[config.mk]
export PLATFORM = sky130hd
export DESIGN_NAME = instr_encode_rv
export DESIGN_NICKNAME = d
export VERILOG_FILES = /design/src/rtl/instr_encode_rv.sv
export SDC_FILE = /design/constraint.sdc
export NUM_CORES = 1
export LEC_CHECK = 0
export CAP_MARGIN = 20
export CORE_ASPECT_RATIO = 1.2
export CORE_MARGIN = 2
export CORE_UTILIZATION = 49
export CTS_CLUSTER_SIZE = 8
export DETAILED_ROUTE_END_ITERATION = 10
export GPL_TIMING_DRIVEN = 0
export PLACE_DENSITY = 0.87
export SLEW_MARGIN = 20
export SYNTH_ARGS = -nofsm -noshare
export SYNTH_HDL_FRONTEND = slang
export SYNTH_SLANG_ARGS = --single-unit
[constraint.sdc]
create_clock -name iwClk -period 2.85 [get_ports iwClk]
set_input_delay 0.285 -clock iwClk [delete_from_list [all_inputs] [get_ports iwClk]]
set_output_delay 0.285 -clock iwClk [all_outputs]
set_load 0.02 [all_outputs]
[src/rtl/instr_encode_rv.sv]
// RV32I instruction encoder: class/op/field bundle in, 32-bit word out.
// Optional macro INSTR_ENCODE_RV_RANGE_CHECK_EN flags out-of-range immediates.
module instr_encode_rv (
    input  logic        iwClk,
    input  logic        iwnRst,
    input  logic        iwStart,
    input  logic [31:0] iwStartAddr,
    input  logic        iwInValid,
    output logic        owInReady,
    input  logic [3:0]  iwClass,
    input  logic [3:0]  iwAluOp,
    input  logic        iwBranchInverted,
    input  logic [1:0]  iwDMemAccess,
    input  logic        iwDMemSignExtend,
    input  logic [4:0]  iwRd,
    input  logic [4:0]  iwRs1,
    input  logic [4:0]  iwRs2,
    input  logic [31:0] iwImm,
    output logic        orOutValid,
    input  logic        iwOutReady,
    output logic [31:0] orInstr,
    output logic [31:0] orAddr,
    output logic        orIllegal,
    output logic [15:0] orCount,
    output logic [1:0]  orState
);

    localparam logic [1:0] ST_IDLE = 2'd0;
    localparam logic [1:0] ST_RUN  = 2'd1;
    localparam logic [1:0] ST_HALT = 2'd2;

    localparam logic [3:0] CL_LUI    = 4'd0;
    localparam logic [3:0] CL_AUIPC  = 4'd1;
    localparam logic [3:0] CL_JAL    = 4'd2;
    localparam logic [3:0] CL_JALR   = 4'd3;
    localparam logic [3:0] CL_BRANCH = 4'd4;
    localparam logic [3:0] CL_LOAD   = 4'd5;
    localparam logic [3:0] CL_STORE  = 4'd6;
    localparam logic [3:0] CL_OP_IMM = 4'd7;
    localparam logic [3:0] CL_OP     = 4'd8;

    // ALU op codes; EQ exists only for branch compares
    localparam logic [3:0] ALU_ADD  = 4'd0;
    localparam logic [3:0] ALU_SUB  = 4'd1;
    localparam logic [3:0] ALU_SLL  = 4'd2;
    localparam logic [3:0] ALU_SLT  = 4'd3;
    localparam logic [3:0] ALU_SLTU = 4'd4;
    localparam logic [3:0] ALU_XOR  = 4'd5;
    localparam logic [3:0] ALU_SRL  = 4'd6;
    localparam logic [3:0] ALU_SRA  = 4'd7;
    localparam logic [3:0] ALU_OR   = 4'd8;
    localparam logic [3:0] ALU_AND  = 4'd9;
    localparam logic [3:0] ALU_EQ   = 4'd10;

    localparam logic [1:0] MEM_BYTE = 2'd0;
    localparam logic [1:0] MEM_HALF = 2'd1;
    localparam logic [1:0] MEM_WORD = 2'd2;

    logic [1:0]  state_q, state_d;
    logic        out_valid_q, out_valid_d;
    logic [31:0] instr_q, instr_d;
    logic [31:0] addr_q, addr_d;
    logic        illegal_q, illegal_d;
    logic [15:0] count_q, count_d;

    logic        in_fire, out_fire;
    logic [31:0] enc_word;
    logic        enc_bad;
    logic [2:0]  f3;
    logic        imm_i_ok, imm_b_ok, imm_j_ok, shamt_ok, imm_u_ok;

`ifdef INSTR_ENCODE_RV_RANGE_CHECK_EN
    assign imm_i_ok = (&iwImm[31:11]) | ~(|iwImm[31:11]);
    assign imm_b_ok = ((&iwImm[31:12]) | ~(|iwImm[31:12])) & ~iwImm[0];
    assign imm_j_ok = ((&iwImm[31:20]) | ~(|iwImm[31:20])) & ~iwImm[0];
    assign shamt_ok = ~(|iwImm[31:5]);
    assign imm_u_ok = ~(|iwImm[11:0]);
`else
    assign imm_i_ok = 1'b1;
    assign imm_b_ok = 1'b1;
    assign imm_j_ok = 1'b1;
    assign shamt_ok = 1'b1;
    assign imm_u_ok = 1'b1;
`endif

    assign owInReady = (state_q == ST_RUN) && (!out_valid_q || iwOutReady);
    assign in_fire   = iwInValid && owInReady;
    assign out_fire  = out_valid_q && iwOutReady;

    // Encode the presented bundle and decide whether it is legal
    always_comb begin
        enc_word = 32'd0;
        enc_bad  = 1'b0;
        f3       = 3'd0;
        case (iwClass)
            CL_LUI, CL_AUIPC: begin
                enc_word = {iwImm[31:12], iwRd,
                            (iwClass == CL_LUI) ? 7'h37 : 7'h17};
                enc_bad  = !imm_u_ok;
            end
            CL_JAL: begin
                enc_word = {iwImm[20], iwImm[10:1], iwImm[11],
                            iwImm[19:12], iwRd, 7'h6F};
                enc_bad  = !imm_j_ok;
            end
            CL_JALR: begin
                enc_word = {iwImm[11:0], iwRs1, 3'b000, iwRd, 7'h67};
                enc_bad  = !imm_i_ok;
            end
            CL_BRANCH: begin
                case (iwAluOp)
                    ALU_EQ:   f3 = {2'b00, iwBranchInverted};
                    ALU_SLT:  f3 = {2'b10, iwBranchInverted};
                    ALU_SLTU: f3 = {2'b11, iwBranchInverted};
                    default:  enc_bad = 1'b1;
                endcase
                enc_word = {iwImm[12], iwImm[10:5], iwRs2, iwRs1, f3,
                            iwImm[4:1], iwImm[11], 7'h63};
                if (!imm_b_ok) enc_bad = 1'b1;
            end
            CL_LOAD: begin
                case (iwDMemAccess)
                    MEM_BYTE: f3 = iwDMemSignExtend ? 3'b000 : 3'b100;
                    MEM_HALF: f3 = iwDMemSignExtend ? 3'b001 : 3'b101;
                    MEM_WORD: begin
                        f3      = 3'b010;
                        enc_bad = !iwDMemSignExtend;
                    end
                    default:  enc_bad = 1'b1;
                endcase
                enc_word = {iwImm[11:0], iwRs1, f3, iwRd, 7'h03};
                if (!imm_i_ok) enc_bad = 1'b1;
            end
            CL_STORE: begin
                case (iwDMemAccess)
                    MEM_BYTE: f3 = 3'b000;
                    MEM_HALF: f3 = 3'b001;
                    MEM_WORD: f3 = 3'b010;
                    default:  enc_bad = 1'b1;
                endcase
                enc_word = {iwImm[11:5], iwRs2, iwRs1, f3,
                            iwImm[4:0], 7'h23};
                if (!imm_i_ok) enc_bad = 1'b1;
            end
            CL_OP_IMM: begin
                enc_word = {iwImm[11:0], iwRs1, 3'b000, iwRd, 7'h13};
                enc_bad  = !imm_i_ok;
                case (iwAluOp)
                    ALU_ADD:  enc_word[14:12] = 3'b000;
                    ALU_SLT:  enc_word[14:12] = 3'b010;
                    ALU_SLTU: enc_word[14:12] = 3'b011;
                    ALU_XOR:  enc_word[14:12] = 3'b100;
                    ALU_OR:   enc_word[14:12] = 3'b110;
                    ALU_AND:  enc_word[14:12] = 3'b111;
                    ALU_SLL, ALU_SRL, ALU_SRA: begin
                        f3       = (iwAluOp == ALU_SLL) ? 3'b001 : 3'b101;
                        enc_word = {1'b0, iwAluOp == ALU_SRA, 5'b00000,
                                    iwImm[4:0], iwRs1, f3, iwRd, 7'h13};
                        enc_bad  = !shamt_ok;
                    end
                    default:  enc_bad = 1'b1;
                endcase
            end
            CL_OP: begin
                case (iwAluOp)
                    ALU_ADD:  f3 = 3'b000;
                    ALU_SUB:  f3 = 3'b000;
                    ALU_SLL:  f3 = 3'b001;
                    ALU_SLT:  f3 = 3'b010;
                    ALU_SLTU: f3 = 3'b011;
                    ALU_XOR:  f3 = 3'b100;
                    ALU_SRL:  f3 = 3'b101;
                    ALU_SRA:  f3 = 3'b101;
                    ALU_OR:   f3 = 3'b110;
                    ALU_AND:  f3 = 3'b111;
                    default:  enc_bad = 1'b1;
                endcase
                enc_word = {1'b0,
                            (iwAluOp == ALU_SUB) || (iwAluOp == ALU_SRA),
                            5'b00000, iwRs2, iwRs1, f3, iwRd, 7'h33};
            end
            default: enc_bad = 1'b1;
        endcase
    end

    // Next-state: start flushes everything; otherwise drain then load
    always_comb begin
        state_d     = state_q;
        out_valid_d = out_valid_q;
        instr_d     = instr_q;
        addr_d      = addr_q;
        illegal_d   = illegal_q;
        count_d     = count_q;
        if (iwStart) begin
            state_d     = ST_RUN;
            out_valid_d = 1'b0;
            instr_d     = 32'd0;
            addr_d      = {iwStartAddr[31:2], 2'b00};
            illegal_d   = 1'b0;
            count_d     = 16'd0;
        end else begin
            if (out_fire) begin
                out_valid_d = 1'b0;
                addr_d      = addr_q + 32'd4;
                count_d     = (count_q == 16'hFFFF) ? count_q
                                                    : count_q + 16'd1;
            end
            if (in_fire) begin
                if (enc_bad) begin
                    illegal_d = 1'b1;
                    state_d   = ST_HALT;
                end else begin
                    out_valid_d = 1'b1;
                    instr_d     = enc_word;
                end
            end
        end
    end

    // State and output registers, cleared asynchronously
    always_ff @(posedge iwClk or negedge iwnRst) begin
        if (!iwnRst) begin
            state_q     <= ST_IDLE;
            out_valid_q <= 1'b0;
            instr_q     <= 32'd0;
            addr_q      <= 32'd0;
            illegal_q   <= 1'b0;
            count_q     <= 16'd0;
        end else begin
            state_q     <= state_d;
            out_valid_q <= out_valid_d;
            instr_q     <= instr_d;
            addr_q      <= addr_d;
            illegal_q   <= illegal_d;
            count_q     <= count_d;
        end
    end

    assign orOutValid = out_valid_q;
    assign orInstr    = instr_q;
    assign orAddr     = addr_q;
    assign orIllegal  = illegal_q;
    assign orCount    = count_q;
    assign orState    = state_q;

endmodule
==> flow_metrics.env, run 1 <==
export IMPL_outcome="finished clean"
export IMPL_leakage_nw=2.73
export IMPL_fin_skew_ps=3.95
export IMPL_drive_above_1_share_pct=6.37
export IMPL_cts_buffers=9
export IMPL_drt_iter0_drc=295
export IMPL_synth_edff_count=0
export IMPL_worst_slack_ps=314
export IMPL_synth_seq_cells=80
export IMPL_chipHeight_um=113
export IMPL_post_drt_wl_per_cell_um=18.8
export IMPL_ir_drop_uv=380
export IMPL_slew_headroom_pct=42.9
export IMPL_startpoint_type="primary input"
export IMPL_dpl_worst_slack_ps=-4.15
export IMPL_ff2ff_setup_slack_ps=590
export IMPL_vias_per_cell=5.93
export IMPL_avgSynthCellArea_um2=9.14
export IMPL_ff2ff_path_depth=6
export IMPL_clk_pin_slew_ps=60
export IMPL_ys_flop_type="dfrtp_1"
export IMPL_setup_viol=0
export IMPL_htree_levels=3
export IMPL_antenna_found_initial=0
export IMPL_rsz0062_at_grt="false"
export IMPL_nets=816
export IMPL_core_mm2=0.00956
export IMPL_wl_mm=15.9
export IMPL_cap_violations=0
export IMPL_grt_pass1_vias=5108
export IMPL_drc=0
export IMPL_yosysWarnings=0
export IMPL_drt_first_pass_iters=5
export IMPL_dp_cells=829
export IMPL_min_period_ps=2540
export IMPL_die_area_mm2=0.0107
export IMPL_r2r_end="orCount[15]"
export IMPL_cts_sinks=80
export IMPL_antenna_left=0
export IMPL_root_buffer="clkbuf_16"
export IMPL_io_pins=181
export IMPL_period_share_pct=89.0
export IMPL_synth_top_area_cell="dfrtp_1"
export IMPL_layout_area_seq_mm2=0.00200
export IMPL_insertion_delay_ps=340
export IMPL_rows=39
export IMPL_postCtsSetupBuffers=0
export IMPL_initial_utilization_pct=50.7
export IMPL_netlist_area_mm2=0.00485
export IMPL_crit_path_end_kind="register"
export IMPL_portBuffers=173
export IMPL_crit_arrival_ps=2740
export IMPL_synthCells=531
export IMPL_diodes=0
export IMPL_netlist_cell_type_count=65
export IMPL_final_area_mm2=0.00710
export IMPL_async_reset_ff_share_pct=100
export IMPL_yosysMostFrequentCell="dfrtp_1"
export IMPL_dp_hpwl_mm=11.7
export IMPL_vias=5010
export IMPL_grt_total_usage_pct=30.4
export IMPL_tightest_slew_ps=850
export IMPL_fill_cells=724
export IMPL_gp_congestion=0.946
export IMPL_total_power_w=0.00328
export IMPL_synthTopCellsByArea="dfrtp_1 (41%), o2bb2ai_1 (5.1%), xnor2_1 (4.0%)"
export IMPL_power_density_mw_per_mm2=462
export IMPL_clockBufferDepth=2
export IMPL_grt_overflow=0
export IMPL_crit_fanout=10
export IMPL_reg2reg_from="orCount[7]"
export IMPL_syn_to_final_growth_pct=46.3
export IMPL_path_class="in -> reg"
export IMPL_finalNonFillerCells=845
export IMPL_synth_top_cell_area_share_pct=41.2
export IMPL_die_w_um=94.9
export IMPL_dpl_cell_area_mm2=0.00677
export IMPL_multi_input_area_mm2=0.00264
export IMPL_finalHoldViolations=0
export IMPL_cts_tree="done"
export IMPL_holdCritPathClass="in -> async"
export IMPL_synth_common_cells="dfrtp_1 (80), nand2_1 (50), nor2_1 (34), o21ai_0 (34), o2bb2ai_1 (28)"
export IMPL_grt_pass1_wl_mm=25.5
export IMPL_timing_fmax_mhz=394
export IMPL_yosysSeqAreaShare_pct=41.2
export IMPL_slew_viol_final=0
export IMPL_required_ps=3050
export IMPL_grt_max_degree=46
==> area by class of cell <==
class	count	area share (%)
buffer	41	2.56
clock buffer	12	3.61
clock inverter	3	0.916
inverter	10	0.529
multi-input combinational	401	37.1
sequential	80	28.2
tap	123	2.17
timing repair buffer	175	24.9
==> critical path, stage by stage <==
cell and delay (ps):
clkdlybuf4s50_1 550, clkbuf_1 350, o21ai_0 230, a221oi_1 550, nand2b_1 220, buf_2 250, buf_4 220, o21ai_1 80
==> cells by family after synthesis <==
logic type	count (synthesis)	synth area share [%]
muxes	10	2.17
adders and majority gates	2	0.516
other	1	0.0773
xor gates and xnor gates	38	6.86
and+or+nand+nor	191	21.0
DFF	80	41.2
buffers and inverters	51	4.51
AOI/OAI and AO/OA	158	23.6
==> per-layer routing <==
layer	GRT usage [%]	share of wire [%]
met3	9.32	9.1
met5	0	0
met2	52.5	50
met4	8.60	1.5
met1	36.5	39
==> registers in the layout (all words and copies together) (netlist names) <==
register	cells
orOutValid	1
orCount	16
orInstr	31
orAddr	30
orState	2
==> per-stage QoR <==
step	utilization, %	hold WS [ps]	TNS [ps]
after global routing	74.2	481	0
after floorplan	-	-10.6	0
after global placement	70.5	467	-96120
after detailed placement	70.8	275	-4.15
final	74.2	444	0
after CTS	74.2	456	0
==> power breakdown <==
group          total (W)  switching [W]  internal, W
clock            0.00127       0.000461     0.000809
sequential       0.00127      0.0000722      0.00120
combinational   0.000739       0.000378     0.000361
total            0.00328       0.000911      0.00237
==> placed cells by master (no fill, tap or decap), types with 16 or more instances in the layout <==
master	n
a21oi_1	20
a22oi_1	17
clkbuf_1	28
clkdlybuf4s50_1	172
dfrtp_1	80
nand2_1	50
nand4_1	18
nor2_1	34
o21ai_0	34
o2bb2ai_1	28
xnor2_1	22
xor2_1	16
==> how the worst max path moves through the flow <==
stage | to | startpoint | slack, ps
CTS | orInstr[1] | iwAluOp[1] | 350
floorplan | orCount[15] | orCount[7] | 750
global route | orInstr[26] | iwAluOp[1] | 110
finish | orInstr[1] | iwAluOp[1] | 310
detailed placement | orInstr[1] | iwAluOp[1] | -4
global placement | orInstr[7] | iwnRst | -1210
==> timing repair <==
action,4_1_cts,5_1_grt
hold endpoints to repair,35,0
hold buffers,1,0
gates resized for setup,0,0
No activity file was read; power rests on OpenSTA's default activity.
==> inputs of run 2 (changes only) <==
--- a/config.mk
+++ b/config.mk
@@ -5,14 +5,15 @@
 export SDC_FILE = /design/constraint.sdc
 export NUM_CORES = 1
 export LEC_CHECK = 0
+export ABC_AREA = 0
 export CAP_MARGIN = 20
 export CORE_ASPECT_RATIO = 1.2
 export CORE_MARGIN = 2
-export CORE_UTILIZATION = 49
+export CORE_UTILIZATION = 35
 export CTS_CLUSTER_SIZE = 8
 export DETAILED_ROUTE_END_ITERATION = 10
 export GPL_TIMING_DRIVEN = 0
-export PLACE_DENSITY = 0.87
+export PLACE_DENSITY = 0.66
 export SLEW_MARGIN = 20
 export SYNTH_ARGS = -nofsm -noshare
 export SYNTH_HDL_FRONTEND = slang
==> run 2 against run 1 <==
  * Critical path depth did not move
  * Clock-buffer cell count stayed put
  * Die area increased by 38%
  * Global-route usage shrank 8.7 points
==> flow_metrics.env, run 2 (synthesis results as in run 1) <==
export IMPL_outcome="finished clean"
export IMPL_min_period_ps=2530
export IMPL_clockBufferDepth=2
export IMPL_finalHoldViolations=0
export IMPL_post_drt_wl_per_cell_um=18.0
export IMPL_cts_tree="done"
export IMPL_leakage_nw=2.73
export IMPL_root_buffer="clkbuf_16"
export IMPL_fin_skew_ps=6.58
export IMPL_syn_to_final_growth_pct=47.8
export IMPL_tns_ps=0
export IMPL_power_density_mw_per_mm2=464
export IMPL_utilization_pct=52.4
export IMPL_diodes=0
export IMPL_grt_pass1_wl_mm=26.3
export IMPL_holdCritPathClass="in -> async"
export IMPL_intPower_w=0.00244
export IMPL_crit_arrival_ps=2720
export IMPL_die_w_um=111
export IMPL_ir_drop_uv=339
export IMPL_portBuffers=173
export IMPL_crit_path_end_kind="register"
export IMPL_io_pins=181
export IMPL_nets=816
export IMPL_grt_total_usage_pct=21.8
export IMPL_largest_reg_flops=31
export IMPL_die_area_mm2=0.0148
export IMPL_cts_buffers=9
export IMPL_vias_per_cell=5.53
export IMPL_clk_pin_slew_ps=60
export IMPL_gp_congestion=0.898
export IMPL_power_frac_seq_pct=38.2
export IMPL_wl_mm=16.1
export IMPL_drt_first_pass_iters=5
export IMPL_tightest_slew_ps=931
export IMPL_slew_headroom_pct=37.5
export IMPL_rows=47
export IMPL_cap_violations=0
export IMPL_required_ps=3050
export IMPL_cts_sinks=80
export IMPL_cts_resized_gates=0
export IMPL_grt_pass1_vias=5106
export IMPL_switchingPower_w=0.000893
export IMPL_whs_ps=409
export IMPL_drt_iter0_drc=368
export IMPL_timing_fmax_mhz=396
export IMPL_vias=4941
export IMPL_antenna_left=0
export IMPL_final_cell_mix="clkdlybuf4s50_1 (172), dfrtp_1 (80), nand2_1 (50), nor2_1 (34), o21ai_0 (34)"
export IMPL_total_power_w=0.00333
export IMPL_core_mm2=0.0137
export IMPL_insertion_delay_ps=330
export IMPL_period_share_pct=88.6
export IMPL_switching_share_pct=26.8
export IMPL_path_class="in -> reg"
export IMPL_drc=0
export IMPL_postCtsSetupBuffers=0
export IMPL_htree_levels=3
export IMPL_rsz0062_at_grt="false"
export IMPL_slew_viol_final=0
export IMPL_initial_utilization_pct=35.4
export IMPL_crit_fanout=10
export IMPL_grt_overflow=0
export IMPL_antenna_found_initial=0
export IMPL_power_frac_clock_pct=39.8
export IMPL_startpoint_type="primary input"
export IMPL_pwr_share_comb_pct=22.1
export IMPL_chipHeight_um=133
export IMPL_dp_hpwl_mm=12.4
export IMPL_final_common_cell="clkdlybuf4s50_1"
export IMPL_grt_max_degree=55
export IMPL_drive_above_1_share_pct=6.23
export IMPL_setup_viol=0
-- run 2: changes by cell type in the layout (fill, tap and decap cells not counted) --
cell       change
bufinv_16      +1
clkbuf_1       +1
clkbuf_8       -1
clkinv_2       -1
-- run 2: through the flow --
step,instance area (µm²),setup WS [ps],cells
after floorplan,4860,752,532
after global placement,6800,-1420,876
final,7170,325,893
after global routing,7170,85.5,893
after detailed placement,6830,-35.5,877
after CTS,7170,316,893
-- run 2: per-layer routing --
layer,GRT usage [%],wire [µm]
met1,26.7,6780
met2,37.2,7880
met3,6.23,1120
met4,6.93,342
met5,0,0
-- run 2: critical path, cell delays in order --
cell and delay [ps]:
clkdlybuf4s50_1 570, clkbuf_1 350, o21ai_0 210, a221oi_1 530, nand2b_1 210, buf_2 250
buf_4 220, o21ai_1 80
-- run 2: what timing repair did --
action                                  4_1_cts  5_1_grt
hold buffers                                  1        0
endpoints found under the setup margin        0        0
endpoints found under the hold margin        26        0
-- run 2: final cells by class --
cell class / count / area (µm²)
fillers: 1313 / 6530
multi-input cells: 401 / 2640
flip-flops and latches: 80 / 2000
well taps: 171 / 214
clock buffers: 12 / 246
plain buffers: 41 / 181
clock inverters: 3 / 90.1
repair buffers: 175 / 1770
inverters: 10 / 37.5
-- run 2: final timing paths --
| kind | from | endpoint | slack, ps | cells past startpoint |
|---|---|---|---|---|
| max in group asynchronous | iwnRst | orInstr[31] | 1830 | 3 |
| worst min-delay path | iwnRst | orCount[15] | 410 | 2 |
| worst max register to register | orCount[7] | orCount[15] | 580 | 6 |
| min in group iwClk | orInstr[21] | orInstr[21] | 490 | 1 |
| worst min register to register | orInstr[21] | orInstr[21] | 490 | 1 |
| worst max-delay path | iwAluOp[1] | orInstr[1] | 320 | 8 |
-- run 2: power by group through the flow --
stage / Clock (W) / Combinational (W) / Sequential, W
CTS: 0.00135 / 0.000740 / 0.00127
floorplan: 0 / 0.000265 / 0.00135
global placement: 0 / 0.000723 / 0.00129
global route: 0.00141 / 0.000793 / 0.00128
detailed placement: 0 / 0.000733 / 0.00129
finish: 0.00132 / 0.000735 / 0.00127
==> inputs of run 3 (changes only) <==
--- a/config.mk
+++ b/config.mk
@@ -13,6 +13,7 @@
 export CTS_CLUSTER_SIZE = 8
 export DETAILED_ROUTE_END_ITERATION = 10
 export GPL_TIMING_DRIVEN = 0
+export MAX_ROUTING_LAYER = met4
 export PLACE_DENSITY = 0.66
 export SLEW_MARGIN = 20
 export SYNTH_ARGS = -nofsm -noshare
==> run 3 against run 2 <==
  * First-iteration DRC count decreased by 2.7%
  * Routed wire length decreased by 0.98%
  * Critical path depth unchanged
  * Global-route usage increased by 0.095 points
  * Register-to-register slack about the same
  * Sequential share of layout area increased by 0.063 points
  * Clock-buffer cell count decreased by 2
  * Combinational power about the same
  * Clock skew increased by 0.96 ps
  * Worst setup slack improved by 7.8 ps
  * Worst hold slack got worse by 14 ps
  * Core utilization decreased by 0.12 points
==> flow_metrics.env, run 3 (synthesis results as in run 1) <==
export IMPL_total_power_w=0.00326
export IMPL_crit_path_end_kind="register"
export IMPL_leakage_nw=2.72
export IMPL_htree_levels=3
export IMPL_chipHeight_um=133
export IMPL_grt_total_usage_pct=21.9
export IMPL_vias_per_cell=5.52
export IMPL_rows=47
export IMPL_tns_ps=0
export IMPL_root_buffer="clkbuf_16"
export IMPL_timing_fmax_mhz=397
export IMPL_cts_sinks=80
export IMPL_clockBufferDepth=2
export IMPL_required_ps=3060
export IMPL_dp_hpwl_mm=12.3
export IMPL_antenna_found_initial=0
export IMPL_post_drt_wl_per_cell_um=17.9
export IMPL_antenna_left=0
export IMPL_slew_viol_final=0
export IMPL_cts_buffers=9
export IMPL_drive_above_1_share_pct=6.51
export IMPL_fin_skew_ps=7.54
export IMPL_ff2ff_setup_slack_ps=580
export IMPL_largest_reg_flops=31
export IMPL_nets=816
export IMPL_ff2ff_path_depth=6
export IMPL_outcome="finished clean"
export IMPL_grt_pass1_vias=4922
export IMPL_path_class="in -> reg"
export IMPL_final_common_cell="clkdlybuf4s50_1"
export IMPL_crit_arrival_ps=2730
export IMPL_die_area_mm2=0.0148
export IMPL_drt_first_pass_iters=5
export IMPL_min_period_ps=2520
export IMPL_grt_overflow=0
export IMPL_period_share_pct=88.3
export IMPL_setup_viol=0
export IMPL_cap_violations=0
export IMPL_finalHoldViolations=0
export IMPL_gp_congestion=0.905
export IMPL_grt_max_degree=55
export IMPL_drc=0
export IMPL_io_pins=181
export IMPL_startpoint_type="primary input"
export IMPL_slew_headroom_pct=38.2
export IMPL_rsz0062_at_grt="false"
export IMPL_portBuffers=173
export IMPL_r2r_end="orCount[15]"
export IMPL_clk_pin_slew_ps=60
export IMPL_grt_pass1_wl_mm=25.6
export IMPL_initial_utilization_pct=35.4
export IMPL_diodes=0
export IMPL_power_density_mw_per_mm2=455
export IMPL_crit_fanout=10
export IMPL_holdCritPathClass="in -> async"
export IMPL_ir_drop_uv=265
export IMPL_core_mm2=0.0137
export IMPL_vias=4925
export IMPL_cts_tree="done"
export IMPL_wl_mm=16.0
export IMPL_syn_to_final_growth_pct=47.5
export IMPL_reg2reg_from="orCount[7]"
export IMPL_final_cell_mix="clkdlybuf4s50_1 (172), dfrtp_1 (80), nand2_1 (50), nor2_1 (34), o21ai_0 (34)"
export IMPL_insertion_delay_ps=340
export IMPL_die_w_um=111
export IMPL_drt_iter0_drc=358
export IMPL_tightest_slew_ps=925
run 3: timing repair:
item | in CTS | in global routing
buffers inserted | 0 | 0
hold buffers | 1 | 0
gates resized for setup | 0 | 0
endpoints found under the hold margin | 26 | 0
endpoints found under the setup margin | 0 | 0
run 3: worst max-delay path, cell delays in order:
cell and delay, ps:
clkdlybuf4s50_1 580, clkbuf_1 360, o21ai_0 220, a221oi_1 520, nand2b_1 200, buf_2 250, buf_4 220, o21ai_1 80
run 3: power by group:
group / total, W / internal [W] / switching, W / leakage (nW)
Clock: 0.00125 / 0.000786 / 0.000464 / 0.155
Sequential: 0.00127 / 0.00120 / 0.0000703 / 1.05
Combinational: 0.000736 / 0.000361 / 0.000375 / 1.52
run 3: layout make-up:
cell class | count | area, µm²
fill | 1303 | 6540
multi-input combinational | 401 | 2640
sequential | 80 | 2000
timing repair buffer | 175 | 1770
clock buffer | 10 | 239
tap | 171 | 214
buffer | 41 | 181
clock inverter | 5 | 81.3
inverter | 10 | 37.5
run 3: per-layer routing:
layer / vias to the layer above / track usage, % / routed length [µm]
met4: 0 / 6.24 / 287
li1: 2342 / - / -
met2: 184 / 35.7 / 7810
met1: 2377 / 27.1 / 6750
met3: 22 / 5.50 / 1110
met5: - / - / 0
run 3: how the worst max path moves through the flow:
| stage | from | endpoint | slack [ps] |
|---|---|---|---|
| global route | iwAluOp[1] | orInstr[26] | 60 |
| floorplan | orCount[7] | orCount[15] | 750 |
| global placement | iwnRst | orInstr[22] | -1410 |
| CTS | iwAluOp[0] | orInstr[1] | 290 |
| detailed placement | iwAluOp[0] | orInstr[1] | -70 |
| finish | iwAluOp[1] | orInstr[1] | 330 |
run 3: through the flow:
stage / setup slack [ps] / utilization [%] / cells / hold WS [ps] / area [µm²]
2_1_floorplan: 752 / - / 532 / -10.6 / 4860
3_3_place_gp: -1410 / 49.6 / 876 / 476 / 6800
3_5_place_dp: -66.7 / 49.8 / 877 / 233 / 6830
4_1_cts: 285 / 52.2 / 893 / 403 / 7160
5_1_grt: 62.6 / 52.2 / 893 / 431 / 7160
6_report: 332 / 52.2 / 893 / 396 / 7160
